### config.mk
export PLATFORM = sky130hd
export DESIGN_NAME = mux4_sel_flat
export DESIGN_NICKNAME = d
export VERILOG_FILES = /design/src/rtl/mux4_sel_if.sv /design/src/rtl/mux4_sel.sv /design/src/flat_wrapper.sv
export SDC_FILE = /design/constraint.sdc
export NUM_CORES = 1
export LEC_CHECK = 0
export CAP_MARGIN = 25
export CORE_AREA = 2 2 39 41
export CTS_CLUSTER_DIAMETER = 200
export CTS_CLUSTER_SIZE = 14
export DETAILED_ROUTE_END_ITERATION = 8
export DIE_AREA = 0 0 41 43
export PLACE_DENSITY = 0.37
export SLEW_MARGIN = 40
export SYNTH_ARGS = -nofsm -noshare
export SYNTH_HDL_FRONTEND = slang
export SYNTH_SLANG_ARGS = --single-unit
### constraint.sdc
create_clock -name clk -period 0.95 [get_ports clk]
set_clock_uncertainty 0.1 [all_clocks]
set_input_delay 0.1425 -clock clk [delete_from_list [all_inputs] [get_ports clk]]
set_output_delay 0.1425 -clock clk [all_outputs]
set_load 0.02 [all_outputs]
### src/rtl/mux4_sel_if.sv
// ---------------------------------------------------------------------------
// mux4_sel_if
//   Bundle of the data/select/enable signals of a 4:1 selector together with
//   its combinational and registered results.
//
//   master : the block that supplies sel, en and the four sources and
//            consumes the results (a testbench or an upstream steering block).
//   slave  : the selector itself.
//
//   Signals
//     en     load enable for the registered copy
//     sel    2-bit source select (00=in0, 01=in1, 10=in2, 11=in3)
//     in0-3  WIDTH-bit data sources
//     out    combinational in[sel]
//     out_q  registered copy of out
//     sel_q  select value captured together with out_q
// ---------------------------------------------------------------------------
interface mux4_sel_if #(
    parameter int WIDTH = 1
);
    logic             en;
    logic [1:0]       sel;
    logic [WIDTH-1:0] in0;
    logic [WIDTH-1:0] in1;
    logic [WIDTH-1:0] in2;
    logic [WIDTH-1:0] in3;
    logic [WIDTH-1:0] out;
    logic [WIDTH-1:0] out_q;
    logic [1:0]       sel_q;

    modport master (
        output en, sel, in0, in1, in2, in3,
        input  out, out_q, sel_q
    );

    modport slave (
        input  en, sel, in0, in1, in2, in3,
        output out, out_q, sel_q
    );
endinterface

### src/rtl/mux4_sel.sv
// ---------------------------------------------------------------------------
// mux4_sel
//   4:1 selector with a zero-latency combinational output and a registered
//   copy of the same result for timing-critical consumers.
//
//   Parameters
//     WIDTH      bit width of each source and of both results
//     RESET_VAL  value held in out_q while rst is asserted
//
//   Ports
//     clk        rising-edge clock for the registered path
//     rst        asynchronous, active-high reset of the registered path
//     bus        mux4_sel_if slave modport: en, sel, in0..in3 in;
//                out, out_q, sel_q out
//
//   Handshake: there is no valid/ready flow control. out follows sel and the
//   sources continuously; out_q/sel_q load on every rising clk edge where
//   en=1 and rst=0, and hold otherwise.
// ---------------------------------------------------------------------------
module mux4_sel #(
    parameter int               WIDTH     = 1,
    parameter logic [WIDTH-1:0] RESET_VAL = '0
) (
    input logic        clk,
    input logic        rst,
    mux4_sel_if.slave  bus
);

    logic [WIDTH-1:0] mux_out;

    // Flat case decode: the four codes are mutually exclusive, so there is no
    // priority chain. A non-binary sel (X/Z in simulation) matches none of the
    // explicit codes and lands in the default, forcing all zeros instead of
    // letting X reach the output.
    always_comb begin
        mux_out = '0;
        case (bus.sel)
            2'b00:   mux_out = bus.in0;
            2'b01:   mux_out = bus.in1;
            2'b10:   mux_out = bus.in2;
            2'b11:   mux_out = bus.in3;
            default: mux_out = '0;
        endcase
    end

    assign bus.out = mux_out;

    // Registered copy. It loads the same mux result that drives out, so a
    // simultaneous sel and data change is captured as one coherent value.
    always_ff @(posedge clk or posedge rst) begin
        if (rst) begin
            bus.out_q <= RESET_VAL;
            bus.sel_q <= 2'b00;
        end else if (bus.en) begin
            bus.out_q <= mux_out;
            bus.sel_q <= bus.sel;
        end
    end

endmodule

### src/flat_wrapper.sv
// flat-port wrapper written by rule: the top's interface ports become plain ports
module mux4_sel_flat 
#(
    parameter int               WIDTH     = 1,
    parameter logic [WIDTH-1:0] RESET_VAL = '0
)
  (clk, rst, bus_en, bus_sel, bus_in0, bus_in1, bus_in2, bus_in3, bus_out, bus_out_q, bus_sel_q);
  mux4_sel_if #(.WIDTH(WIDTH)) bus_i ();
  input logic clk;
  input logic rst;
  input wire logic [$bits(bus_i.en)-1:0] bus_en;
  input wire logic [$bits(bus_i.sel)-1:0] bus_sel;
  input wire logic [$bits(bus_i.in0)-1:0] bus_in0;
  input wire logic [$bits(bus_i.in1)-1:0] bus_in1;
  input wire logic [$bits(bus_i.in2)-1:0] bus_in2;
  input wire logic [$bits(bus_i.in3)-1:0] bus_in3;
  output wire logic [$bits(bus_i.out)-1:0] bus_out;
  output wire logic [$bits(bus_i.out_q)-1:0] bus_out_q;
  output wire logic [$bits(bus_i.sel_q)-1:0] bus_sel_q;
  assign bus_i.en = bus_en;
  assign bus_i.sel = bus_sel;
  assign bus_i.in0 = bus_in0;
  assign bus_i.in1 = bus_in1;
  assign bus_i.in2 = bus_in2;
  assign bus_i.in3 = bus_in3;
  assign bus_out = bus_i.out;
  assign bus_out_q = bus_i.out_q;
  assign bus_sel_q = bus_i.sel_q;
  mux4_sel #(.WIDTH(WIDTH), .RESET_VAL(RESET_VAL)) u_core (.clk(clk), .rst(rst), .bus(bus_i));
endmodule
==> flow_summary.ini <==
[logic_synthesis]
synth_compound_area_frac = 0.0894
synth_top_family_by_area = multiplexers
synthCells = 14
muxShareOfSynthArea = 0.268
synth_top_area_share = 0.488
syn-cell-area_um2 = 154
synth_nets = 23
synth_edf_count = 0
synth-adder-area-share = 0
ys_top_cells_by_area = dfrtp_1, mux2i_1, nand2b_1
synth-async-reset-ratio = 1.00
ys_ff_latch = 3
yosys.area_share.simple = 0.106
ys.warnings.count = 0
syn_area_per_cell_um2 = 11.0
synth_xor_area_frac = 0
yosysTopAreaCell = dfrtp_1
synth_top_cells_by_count = dfrtp_1, mux2i_1, inv_1, nand2b_1
synth_seq_area_share = 0.488
ys_dominant_reg_cell = dfrtp_1
ys_types = 8

[die]
die_w_um = 41
rows = 14
die_y_um = 43
start_util = 0.111
core_um2 = 1380
io_pins = 13
die_area_um2 = 1760

[clock_network]
cts.clk_slew.worst_paths_ns = 0.04
clock_latency_ns = 0.23
cts_made_buffers = 3
cts_max_path_buffers = 2
cts_tree = yes
h-tree-depth = 1
ctsRootBufferMaster = clkbuf_4
cts.sinks = 3

[worst_setup_path]
criticalPathCategory = in2out
path_cells = buf_8 -> mux2i_1 -> buf_4 -> mux2i_1 -> buf_4
crit_family = buffers and inverters
crit_required_ns = 0.71
cp_num_buf_inv = 3
reg2reg_depth = 1
cp-start-kind = input port
slowest_stage = mux2i_1
critPathMaxFanout = 3
r2r-start = u_core.bus.sel_q[1]$_DFFE_PP0P_
arrival_ns = 0.83
path_depth = 5
critical_path.startpoint = bus_sel[1]
cp_slowest_stage_delay_ns = 0.24
worstSetupEndpointType = primary output

[finish]
nets = 52
multiInputGateArea_um2 = 77.6
areaGrowthSynthToFinish_pct = 168
finalNonFillerCells = 58
register_area_um2 = 75.1
nFillCells = 146
insertedDiodeCount = 0
drive_gt1_frac = 0.548

[global_routing]
antenna_found_initial = 0
grt_overflow = 0
grt_usage = 0.0825
grt_pass1_wl_um = 903
grt_pass1_vias = 242
grt_max_degree = 5

[power_and_ir_drop]
leakagePower_nw = 0.212
powerDensity_nw_per_um2 = 1330
ir_drop_mv = 0.508

[routing]
dr.pass1.iters = 2
drtAntennaViolNets = 0
drt-total-wl_um = 586
vias = 224
drcViolationCount = 0
dr.first_iter.drc_count = 1
wl_per_cell_um = 10.1
via_per_inst = 3.86

[timing]
slew_viol_final = 0
min_period_ns = 1.07
setup_viol = 4
tightest_slew_ns = 0.206
whs_ns = 0.150
layout_setup_ws_ns = -0.118
fin_crit_sh = 1.12
rsz0062_at_grt = true
hold_violations = 0
slew_headroom = 0.859
fmax_mhz = 937

[place]
dp.cells = 47
port_buffers = 12
place_congestion = 0.540

[hold_path]
hold_path_class = in2reg
hp-start = bus_sel[1]
hold_depth = 3

[run_status]
violations = negative setup slack
status = finished, violations left

[run]
drv_cap = 0
[layout make-up]
| cell class | count | area share |
|---|---|---|
| timing repair buffer | 24 | 0.500 |
| multi-input combinational | 9 | 0.188 |
| sequential | 3 | 0.182 |
| clock buffer | 4 | 0.0636 |
| tap | 16 | 0.0485 |
| inverter | 2 | 0.0182 |
[final timing paths]
| kind | to | slack [ns] |
|---|---|---|
| max in group asynchronous | u_core.bus.sel_q[1]$_DFFE_PP0P_ | 0.09 |
| worst min-delay path | u_core.bus.sel_q[1]$_DFFE_PP0P_ | 0.15 |
| worst max-delay path | bus_out | -0.12 |
| worst min register to register | u_core.bus.out_q$_DFFE_PP0P_ | 0.42 |
| worst max register to register | u_core.bus.sel_q[1]$_DFFE_PP0P_ | 0.09 |
| min in group asynchronous | u_core.bus.sel_q[0]$_DFFE_PP0P_ | 0.53 |
[stage by stage]
step	total power [mW]	utilization	TNS [ns]	instance area [um^2]	setup slack, ns
global placement	0.298	0.240	-2.46	332	-0.850
detailed placement	0.300	0.240	-2.51	332	-0.880
finish	0.548	0.298	-0.219	413	-0.118
global route	0.583	0.298	-0.354	413	-0.161
CTS	0.553	0.298	-0.206	413	-0.0829
floorplan	0.200	-	0	154	0.0239
[state kept, by name, summed over array words and instances (netlist names)]
name and count:
u_core.bus.sel_q 2, u_core.bus.out_q 1
[worst min-delay path, delay by kind of cell]
family,cells,cell delay (ns)
buffers and inverters,2,0.17
multiplexers,1,0.13
[layer usage]
| metal | wire [um] | up-vias | GRT usage | share of wire |
|---|---|---|---|---|
| met4 | 14 | 0 | 0.0800 | 0.024 |
| met3 | 88 | 2 | 0.0314 | 0.15 |
| met5 | 0 | - | 0 | 0 |
| met2 | 292 | 13 | 0.138 | 0.50 |
| li1 | - | 105 | - | - |
| met1 | 191 | 104 | 0.0647 | 0.33 |
[layout by cell type (no fill, tap or decap)]
cell type        instances
clkdlybuf4s50_1          1
o221ai_2                 1
clkbuf_4                 3
nand2_1                  1
buf_8                    1
dlygate4sd2_1            2
nand2b_1                 2
buf_4                   12
dfrtp_1                  3
mux2_2                   1
inv_1                    2
buf_6                    3
dlygate4sd3_1            1
o21ai_0                  1
clkdlybuf4s15_1          2
clkbuf_1                 1
buf_2                    2
mux2i_1                  3
[report_power, final]
part | switching, mW | internal, mW | total (mW)
Combinational | 0.0677 | 0.111 | 0.179
Clock | 0.0612 | 0.157 | 0.218
Sequential | 0.00910 | 0.142 | 0.151
Total | 0.138 | 0.410 | 0.548
[kinds of logic (layout without fill, tap and decap cells)]
family          count (synthesis)  count (layout)
compound gates                  2               2
buf+inv                         2              30
flops                           3               3
mux                             4               4
simple gates                    3               3
[timing repair]
item | CTS | global route
pin swaps | 1 | 1
endpoints found under the setup margin | 6 | 5
hold buffers | 1 | 0
endpoints found under the hold margin | 3 | 0
setup buffers | 7 | 0
gates resized for setup | 43 | 0
(Power assumes the default switching activity.)
